**config.mk**
```make
export PLATFORM = sky130hd
export DESIGN_NAME = frame_scheduler_flat
export DESIGN_NICKNAME = d
export VERILOG_FILES = /design/src/rtl/frame_scheduler_if.sv /design/src/rtl/frame_scheduler.sv /design/src/flat_wrapper.sv
export SDC_FILE = /design/constraint.sdc
export NUM_CORES = 1
export LEC_CHECK = 0
export ABC_AREA = 1
export BUFFER_PORTS_ARGS = -buffer_cell sky130_fd_sc_hd__buf_2
export CORE_UTILIZATION = 46
export CTS_CLUSTER_SIZE = 28
export DETAILED_ROUTE_END_ITERATION = 6
export GPL_TIMING_DRIVEN = 0
export PLACE_DENSITY = 0.65
export REMOVE_ABC_BUFFERS = 1
export SYNTH_ARGS = -nofsm -noshare
export SYNTH_HDL_FRONTEND = slang
export SYNTH_SLANG_ARGS = --single-unit
```
**constraint.sdc**
```tcl
create_clock -name clk -period 1.25 [get_ports clk]
set_input_delay 0.25 -clock clk [delete_from_list [all_inputs] [get_ports clk]]
set_output_delay 0.25 -clock clk [all_outputs]
set_load 0.01 [all_outputs]
```
**src/rtl/frame_scheduler_if.sv**
```systemverilog
// frame_scheduler_if
//   Groups the vertical-sync input, the mode/request handshake and the
//   character-select outputs of the frame scheduler.
//   Ports (slave = scheduler side):
//     vsync      in   active-low vertical sync
//     mode_auto  in   1 = slideshow, 0 = manual hold
//     next_req   in   level request to advance the character
//     next_ack   out  one-cycle acknowledge of an accepted request
//     char_sel   out  CHAR_W character index for the plotter
//     frame_tick out  one-cycle pulse at the start of vertical sync
interface frame_scheduler_if #(
    parameter int CHAR_W = 1
);
    logic              vsync;
    logic              mode_auto;
    logic              next_req;
    logic              next_ack;
    logic [CHAR_W-1:0] char_sel;
    logic              frame_tick;

    modport master (
        output vsync, mode_auto, next_req,
        input  next_ack, char_sel, frame_tick
    );

    modport slave (
        input  vsync, mode_auto, next_req,
        output next_ack, char_sel, frame_tick
    );
endinterface

```
**src/rtl/frame_scheduler.sv**
```systemverilog
// frame_scheduler
//   Chooses which character the plotter draws. In manual mode the character
//   only advances on request; in auto mode it also advances every
//   FRAMES_PER_CHAR frames. Changes are applied only during vertical
//   blanking, two cycles after the vsync falling edge is sampled.
//   Ports:
//     clk  in   pixel clock
//     rst  in   synchronous active-high reset
//     bus  slave modport of frame_scheduler_if (vsync, mode_auto, next_req,
//          next_ack, char_sel, frame_tick)
module frame_scheduler #(
    parameter int NUM_CHARS       = 2,
    parameter int CHAR_W          = 1,
    parameter int FRAMES_PER_CHAR = 60
) (
    input  logic                clk,
    input  logic                rst,
    frame_scheduler_if.slave    bus
);
    localparam int CNT_W = (FRAMES_PER_CHAR > 1) ? $clog2(FRAMES_PER_CHAR) : 1;
    localparam logic [CNT_W-1:0]  CNT_LAST  = CNT_W'(FRAMES_PER_CHAR - 1);
    localparam logic [CHAR_W-1:0] CHAR_LAST = CHAR_W'(NUM_CHARS - 1);

    typedef enum logic [1:0] {MANUAL, AUTO, SWAP} state_t;

    state_t              state_reg, state_next;
    logic                vsync_q_reg;
    logic                armed_reg;
    logic                frame_tick_reg;
    logic                next_req_q_reg;
    logic                pending_reg;
    logic                next_ack_reg;
    logic [CNT_W-1:0]    frame_cnt_reg;
    logic [CHAR_W-1:0]   char_sel_reg;

    logic req_edge;
    logic cnt_wrap;
    logic advance_due;

    assign req_edge    = bus.next_req & ~next_req_q_reg;
    assign cnt_wrap    = (frame_cnt_reg == CNT_LAST);
    assign advance_due = pending_reg | ((state_reg == AUTO) & cnt_wrap);

    assign bus.next_ack   = next_ack_reg;
    assign bus.char_sel   = char_sel_reg;
    assign bus.frame_tick = frame_tick_reg;

    always_ff @(posedge clk) begin
        if (rst) state_reg <= MANUAL;
        else     state_reg <= state_next;
    end

    // An advance due at a frame tick wins over a simultaneous mode change;
    // SWAP always lasts exactly one cycle.
    always_comb begin
        state_next = state_reg;
        case (state_reg)
            MANUAL: begin
                if (frame_tick_reg && advance_due) state_next = SWAP;
                else if (bus.mode_auto)            state_next = AUTO;
            end
            AUTO: begin
                if (frame_tick_reg && advance_due) state_next = SWAP;
                else if (!bus.mode_auto)           state_next = MANUAL;
            end
            SWAP:    state_next = bus.mode_auto ? AUTO : MANUAL;
            default: state_next = MANUAL;
        endcase
    end

    always_ff @(posedge clk) begin
        if (rst) begin
            vsync_q_reg    <= 1'b1;
            armed_reg      <= 1'b0;
            frame_tick_reg <= 1'b0;
            next_req_q_reg <= 1'b0;
            pending_reg    <= 1'b0;
            next_ack_reg   <= 1'b0;
            frame_cnt_reg  <= '0;
            char_sel_reg   <= '0;
        end else begin
            vsync_q_reg <= bus.vsync;
            // vsync_q is only trusted once a real high level has been seen,
            // so a vsync already low at reset release does not tick.
            armed_reg      <= armed_reg | bus.vsync;
            frame_tick_reg <= armed_reg & vsync_q_reg & ~bus.vsync;

            next_req_q_reg <= bus.next_req;
            next_ack_reg   <= 1'b0;
            // During SWAP the old request is being consumed, so a fresh edge
            // is accepted and carried into the next frame.
            if (req_edge && (!pending_reg || state_reg == SWAP)) begin
                pending_reg  <= 1'b1;
                next_ack_reg <= 1'b1;
            end else if (state_reg == SWAP) begin
                pending_reg <= 1'b0;
            end

            if (state_reg == AUTO) begin
                if (frame_tick_reg)
                    frame_cnt_reg <= cnt_wrap ? '0 : frame_cnt_reg + 1'b1;
            end else begin
                frame_cnt_reg <= '0;
            end

            if (state_reg == SWAP)
                char_sel_reg <= (char_sel_reg == CHAR_LAST) ? '0 : char_sel_reg + 1'b1;
        end
    end
endmodule
```
**src/flat_wrapper.sv**
```systemverilog
// flat-port wrapper written by rule: the top's interface ports become plain ports
module frame_scheduler_flat 
#(
    parameter int NUM_CHARS       = 2,
    parameter int CHAR_W          = 1,
    parameter int FRAMES_PER_CHAR = 60
)
  (clk, rst, bus_vsync, bus_mode_auto, bus_next_req, bus_next_ack, bus_char_sel, bus_frame_tick);
  frame_scheduler_if #(.CHAR_W(CHAR_W)) bus_i ();
  input  logic clk;
  input  logic rst;
  input wire logic [$bits(bus_i.vsync)-1:0] bus_vsync;
  input wire logic [$bits(bus_i.mode_auto)-1:0] bus_mode_auto;
  input wire logic [$bits(bus_i.next_req)-1:0] bus_next_req;
  output wire logic [$bits(bus_i.next_ack)-1:0] bus_next_ack;
  output wire logic [$bits(bus_i.char_sel)-1:0] bus_char_sel;
  output wire logic [$bits(bus_i.frame_tick)-1:0] bus_frame_tick;
  assign bus_i.vsync = bus_vsync;
  assign bus_i.mode_auto = bus_mode_auto;
  assign bus_i.next_req = bus_next_req;
  assign bus_next_ack = bus_i.next_ack;
  assign bus_char_sel = bus_i.char_sel;
  assign bus_frame_tick = bus_i.frame_tick;
  frame_scheduler #(.NUM_CHARS(NUM_CHARS), .CHAR_W(CHAR_W), .FRAMES_PER_CHAR(FRAMES_PER_CHAR)) u_core (.clk(clk), .rst(rst), .bus(bus_i));
endmodule
```
---- Yosys cells after proc, flatten, opt, wreduce, memory -nomap -nowiden ----
Index checks and enable logic that the tools add are counted.
operators by class
  reductions and logical operators ........ 8
  equality and inequality tests ........... 5
  muxes and demuxes ....................... 11
  magnitude comparators ................... 0
  shifts and indexed selects .............. 0
  bitwise gates (word level) .............. 9
  add/subtract/negate cells ............... 2
  multipliers ............................. 0
  div/mod/pow operators ................... 0
operators by type and width
  kind                                                    count
  2-to-1 mux 2 bit                                        4
  adder 6 x 1 -> 6 bit (second input constant)            1
  equality test 6 bit (second input constant)             1
  2-to-1 mux 6 bit                                        1
  inequality test 3 x 2 -> 1 bit (second input constant)  2
  one-hot mux 2 bit (3 select lines)                      1
  2-to-1 mux 1 bit                                        5
  bitwise AND 1 bit                                       4
  inverter 1 bit                                          3
  equality test 2 x 1 -> 1 bit (second input constant)    1
  equality test 2 bit (second input constant)             1
  logical AND 1 bit                                       2
  logical NOT 2 bit                                       1
  OR 1 bit                                                2
  AND reduction 2 bit                                     1
  nonzero test 2 bit                                      1
  OR reduction 2 bit                                      1
  adder 1 bit (second input constant)                     1
  logical NOT 1 bit                                       1
  logical OR 1 bit                                        1
word-level totals
  output and inout bits ................... 3
  bits of input ports ..................... 5
  bits in writable memories ............... 0
  memories kept ........................... 0
  latch bits .............................. 0
  memory bits (read-only) ................. 0
  register bits after elaboration ......... 15

---- Depth between registers and ports, before layout ----
Gate-level depths: netlist of run 1.
  depth in word-level cells ............... 6
  mapped depth ............................ 7

---- Worst setup path after synthesis of run 1 ----
No wires, ideal clock.
  path kind ............................... reg-to-reg
  start point ............................. register u_core.frame_cnt_reg[0]
  end point ............................... register u_core.frame_cnt_reg[3]
  cell stages (with the launch flop) ...... 7
  period minus slack after synthesis ...... 1019 ps
  data arrival time ....................... 904 ps
  path slack .............................. 231 ps
  path through ............................ dfxtp_1 ha_1 nand2_2 nor2_2 nand2_1 nand2_1 nor2_1
on the way
  longest elaborated chain between the ends .. 2
  elaborated cells on any way between the ends .. 3
RTL lines
  item                                                                RTL line                                       source
  start: declaration                                                  frame_scheduler.sv:33                          logic [CNT_W-1:0] frame_cnt_reg;
  start signal: assignment                                            frame_scheduler.sv:101                         frame_cnt_reg <= cnt_wrap ? '0 : frame_cnt_reg + 1'b1;
  adder 6 x 1 -> 6 bit / equality test 6 bit (equally long branches)  frame_scheduler.sv:101, frame_scheduler.sv:41
  2-to-1 mux 6 bit *                                                  frame_scheduler.sv:101
Every way passes the cells marked *; elsewhere a longest branch is shown, timed or not.
A chain may end at the register's enable or synchronous reset.

---- Worst setup path after layout of run 1 ----
  start point ............................. register u_core.frame_tick_reg (netlist: u_core.bus.frame_tick)
  end point ............................... output bus_frame_tick
RTL lines
  item                      RTL line               source
  start: declaration        frame_scheduler.sv:29  logic frame_tick_reg;
  start signal: assignment  frame_scheduler.sv:86  frame_tick_reg <= armed_reg & vsync_q_reg & ~bus.vsync;
  end: declaration          flat_wrapper.sv:17     output wire logic [$bits(bus_i.frame_tick)-1:0] bus_frame_tick;
No word-level cell between the ends.

==> results of run 1 <==
-- metal layers --
metal,wire length [um],GRT usage
met5,0,0
met2,432,0.258
met4,11,0.129
met1,469,0.184
met3,38,0.0523
-- logic make-up (layout without fill, tap and decap cells) --
logic type,count (synthesis),count (layout),synth area share
flops,15,15,0.491
fa+ha+maj,1,1,0.0204
compound gates,7,7,0.0695
xor+xnor,1,1,0.0143
mux,1,1,0.0164
simple gates,46,46,0.315
buf+inv,12,23,0.0736
-- cell type report --
| cell class | count | area share |
|---|---|---|
| timing repair buffer | 7 | 0.0507 |
| clock buffer | 4 | 0.0380 |
| multi-input combinational | 56 | 0.386 |
| tap | 14 | 0.0254 |
| sequential | 15 | 0.435 |
| inverter | 12 | 0.0652 |
-- worst paths after layout --
kind	depth (start not counted)	to	slack, ns	from
max	1	bus_frame_tick	0.1	u_core.bus.frame_tick
min	2	u_core.vsync_q_reg	0.18	bus_vsync
max reg2reg	6	u_core.frame_cnt_reg[3]	0.14	u_core.frame_cnt_reg[0]
min reg2reg	2	u_core.bus.frame_tick	0.43	u_core.vsync_q_reg
-- cells in the final DEF, fill, tap and decap left out, drive strengths merged --
cell type	count
xor2	1
inv	12
nand4	1
o211ai	1
o21ai	1
clkbuf	4
nor2	15
o21bai	2
mux2i	1
or2	1
nand3	4
ha	1
dfxtp	15
nand2	25
buf	7
a21oi	3
-- synthesized netlist by cell type --
cell / count
o21bai_1: 2
o211ai_1: 1
o21ai_1: 1
mux2i_1: 1
inv_1: 12
nand2_2: 1
or2_2: 1
nand3_1: 4
nand4_1: 1
a21oi_1: 3
ha_1: 1
nand2_1: 24
nor2_1: 12
xor2_1: 1
nor2_2: 3
dfxtp_1: 15
-- stage by stage --
| step | util | hold WS (ns) | setup slack, ns |
|---|---|---|---|
| after floorplan | - | 0.319 | 0.231 |
| after detailed placement | 0.567 | 0.420 | 0.147 |
| after CTS | 0.590 | 0.171 | 0.0773 |
| after global routing | 0.590 | 0.188 | 0.00396 |
| final | 0.590 | 0.180 | 0.0986 |
| after global placement | 0.567 | 0.413 | 0.138 |
-- power groups by stage --
| stage | Combinational, mW | Sequential, mW | Clock, mW |
|---|---|---|---|
| 4_1_cts | 0.0372 | 0.500 | 0.278 |
| 3_3_place_gp | 0.0367 | 0.510 | 0 |
| 6_report | 0.0367 | 0.499 | 0.263 |
| 5_1_grt | 0.0423 | 0.501 | 0.299 |
| 2_1_floorplan | 0.0213 | 0.511 | 0 |
| 3_5_place_dp | 0.0371 | 0.511 | 0 |
==> out/summary.txt, run 1 <==
Worst-Skew Late Latency: 0.27 ns
Setup violators final: 0
Placed Instances: 104
Average wire per standard cell: 8.81 um
Switch Pwr: 0.167 mW
DRT iter0 DRCs: 5
CTS sink count: 15
Post-CTS resize count: 0
Slew headroom: 0.846
Slew Limit Fails: 0
Worst clock skew: 0.00172 ns
Final Cell Area: 691 um^2
Final GP Congestion: 0.665
Combinational power share: 0.046
Critical Path RT: 1.00 ns
Area of the core: 1170 um^2
Antenna-violating nets left: 0
Die Area: 1480 um^2
Syn_area_per_cell: 7.37 um^2
Buf/Inv on CP: 1
Clock buffer depth: 2
Starting Density: 0.522
Synth Cell Area: 612 um^2
Power, Total: 0.799 mW
Fin. Hold Viols: 0
DR pass1 iterations: 3
Largest net degree at the start of global routing: 9
Worst setup SP type: flop
Reg clk slew, reported paths: 0.08 ns
Status: finished clean
Clock period minus worst slack: 1.15 ns
Max VDD drop: 0.813 mV
Crit-path max cell delay: 0.45 ns
Synth warnings: 0
Total gr overflow: 0
Vias: 497
CP Capture Type: output pin
Sequential cell area: 300 um^2
Sequential share of power: 0.625
GRT Util Overall: 0.166
Lkg Pwr: 0.323 nW
CP Data Arrival Time: 0.90 ns
Ant diodes: 0
Fin nets: 101
Sw frac: 0.209
Tightest Pin Transition: 0.230 ns
H-tree depth: 1
Multi-input gate area: 267 um^2
Worst-path cell chain: buf_2
Clock share of power: 0.329
Max frequency: 868 MHz
Fraction of layout cells with a size suffix above 1: 0.160
Fin crit share: 0.921
Fillers: 116
# Post-CTS Setup Buffers: 0
Number of vias per cell: 4.60
Post-Layout Cell Count: 108
Die width: 38.5 um
Flops & latches, synth: 15
Hold WC Path Type: input pin to flop
Cells after Synth: 83
Delay-heaviest family, CP: flip-flops
First-pass GRT wire length: 1590 um
Hold Buf Count CTS: 0
Remaining DRCs: 0
Antenna violations before repair: 0
Root Buffer: clkbuf_4
Seq/Total Area, Yosys: 0.491
RSZ-0062 raised after global routing: no
Yosys top cell area share: 0.491
Pwr dens: 1160 nW/um^2
WL final: 952 um
Die height: 38.5 um
Area Growth Syn to Fin: 12.9%
Port Buf Inserts: 7
CP max-delay cell: dfxtp_1
Netlist cell types: 16
Post-DP HPWL: 736 um
IO Pins: 8
Max reg flops: 6
Area after DPL: 664 um^2
Design internal power: 0.632 mW
Row count: 12
Area leader, netlist: dfxtp_1
Total of max-cap violations: 0
CTS tree: yes
Setup TNS: 0 ns
Total CTS buffers: 3
Vias in the first global route: 438
Synth area leaders: dfxtp_1, nand2_1, inv_1, nor2_1, nand3_1
CP max FO: 6
Critical path type: flop to output pin
No activity file was read; power rests on OpenSTA's default activity.
==> run 2: changes to the inputs <==
--- a/config.mk
+++ b/config.mk
@@ -7,11 +7,13 @@
 export LEC_CHECK = 0
 export ABC_AREA = 1
 export BUFFER_PORTS_ARGS = -buffer_cell sky130_fd_sc_hd__buf_2
-export CORE_UTILIZATION = 46
+export CELL_PAD_IN_SITES_DETAIL_PLACEMENT = 1
+export CELL_PAD_IN_SITES_GLOBAL_PLACEMENT = 2
+export CORE_UTILIZATION = 30
 export CTS_CLUSTER_SIZE = 28
 export DETAILED_ROUTE_END_ITERATION = 6
 export GPL_TIMING_DRIVEN = 0
-export PLACE_DENSITY = 0.65
+export PLACE_DENSITY = 0.72
 export REMOVE_ABC_BUFFERS = 1
 export SYNTH_ARGS = -nofsm -noshare
 export SYNTH_HDL_FRONTEND = slang
==> run 2 against run 1 <==
Net effect:
- clock power rose by 8.7%
- critical endpoint is now u_core.frame_cnt_reg[4]
- worst setup slack better by 0.030 ns
- critical path depth is 5 higher
- highest routed layer unchanged
==> out/summary.txt, run 2 (synthesis gave the netlist of run 1 again) <==
Lkg Pwr: 0.327 nW
WHS: 0.176 ns
First-pass GRT wire length: 2010 um
Max reg flops: 6
# Post-CTS Setup Buffers: 0
Die height: 47.2 um
Area Growth Syn to Fin: 16.2%
Largest net degree at the start of global routing: 10
IO Pins: 8
Vias in the first global route: 487
CP Data Arrival Time: 1.31 ns
Worst setup margin: 0.128 ns
Slew headroom: 0.831
Combinational power share: 0.047
CP Capture Type: flop
Commonest non-fill, non-tap cell in the layout: nand2_1
Antenna-violating nets left: 0
Post-CTS resize count: 0
Area of the core: 1820 um^2
Sw frac: 0.239
Status: finished clean
Worst setup SP type: flop
Clock share of power: 0.347
Pwr dens: 1160 nW/um^2
Slew Limit Fails: 0
Number of vias per cell: 4.38
Setup violators final: 0
Critical Path RT: 1.44 ns
WL final: 1220 um
Final core utilization: 0.390
Row count: 15
Fraction of layout cells with a size suffix above 1: 0.202
RSZ-0062 raised after global routing: yes
Hold WC Path Type: input pin to flop
Port Buf Inserts: 7
Worst-Skew Late Latency: 0.29 ns
Average wire per standard cell: 10.2 um
CTS tree: yes
Sequential share of power: 0.606
CP max FO: 4
Die Area: 2220 um^2
Post-DP HPWL: 969 um
Fin. Hold Viols: 0
Ant diodes: 0
Leading cell types in the layout, fill and taps excluded: nand2_1, dfxtp_1, nor2_1, inv_1, buf_2
Total of max-cap violations: 0
H-tree depth: 1
Fin crit share: 0.897
Remaining DRCs: 0
Total gr overflow: 0
Post-Layout Cell Count: 119
Vias: 521
Critical path type: flop to flop
Pre-CTS setup slack: 0.0663 ns
Design internal power: 0.627 mW
Clock period minus worst slack: 1.12 ns
Fin nets: 101
Max VDD drop: 0.669 mV
DRT iter0 DRCs: 3
CTS sink count: 15
Max frequency: 892 MHz
DR pass1 iterations: 4
Reg clk slew, reported paths: 0.10 ns
Area after DPL: 678 um^2
Die width: 47.2 um
Root Buffer: clkbuf_4
Clock buffer depth: 2
Placed Instances: 115
Starting Density: 0.336
Final Cell Area: 711 um^2
Antenna violations before repair: 0
Switch Pwr: 0.197 mW
Hold Buf Count CTS: 0
Total CTS buffers: 3
Worst clock skew: 0.00345 ns
GRT Util Overall: 0.137
Tightest Pin Transition: 0.253 ns
Final GP Congestion: 0.730
==> run 2: cell count changes in the layout (fill, tap and decap cells not counted) <==
cell,previous run,this run
clkbuf_1,1,0
clkinv_2,0,1
dfxtp_1,15,13
dfxtp_2,0,2
nand2_1,24,23
nand2_2,1,2
==> run 2: final timing paths <==
path                                  end  cells after the start                    start  slack [ns]
setup reg to reg  u_core.frame_cnt_reg[4]                      6  u_core.frame_cnt_reg[1]        0.13
hold / removal           u_core.armed_reg                      3                bus_vsync        0.18
hold reg to reg     u_core.bus.frame_tick                      2       u_core.vsync_q_reg        0.42
setup / recovery  u_core.frame_cnt_reg[4]                      6  u_core.frame_cnt_reg[1]        0.13
==> run 2: power by group through the flow <==
| stage | registers (mW) | clock network (mW) | logic [mW] |
|---|---|---|---|
| 2_1_floorplan | 0.511 | 0 | 0.0213 |
| 3_3_place_gp | 0.510 | 0 | 0.0384 |
| 3_5_place_dp | 0.511 | 0 | 0.0397 |
| 4_1_cts | 0.499 | 0.294 | 0.0403 |
| 5_1_grt | 0.502 | 0.321 | 0.0459 |
| 6_report | 0.499 | 0.286 | 0.0389 |
==> run 2: cell type report <==
cell class | instances | area [um^2]
clock buffer | 3 | 22.5
clock inverter | 1 | 5.00
fill | 248 | 1110
inverter | 12 | 45.0
multi-input combinational | 56 | 269
sequential | 15 | 303
tap | 25 | 31.3
timing repair buffer | 7 | 35.0
==> run 2: metal layers <==
layer | global-route usage | wire length [um]
met5 | 0 | 0
met4 | 0.0857 | 25
met3 | 0.0346 | 23
met2 | 0.197 | 523
met1 | 0.181 | 642
==> run 2: worst max-delay path: stages, from the launching register on <==
cell and delay [ns]:
dfxtp_1 0.37, ha_1 0.19, nand2_2 0.09, nor2_2 0.12, nand2_1 0.08, nand2_2 0.11, nor2_1 0.06
==> run 2: stage by stage <==
step	setup TNS (ns)	power, mW
after floorplan	0	0.532
after detailed placement	0	0.550
after CTS	0	0.834
after global routing	-0.00471	0.868
final	0	0.825
after global placement	0	0.549
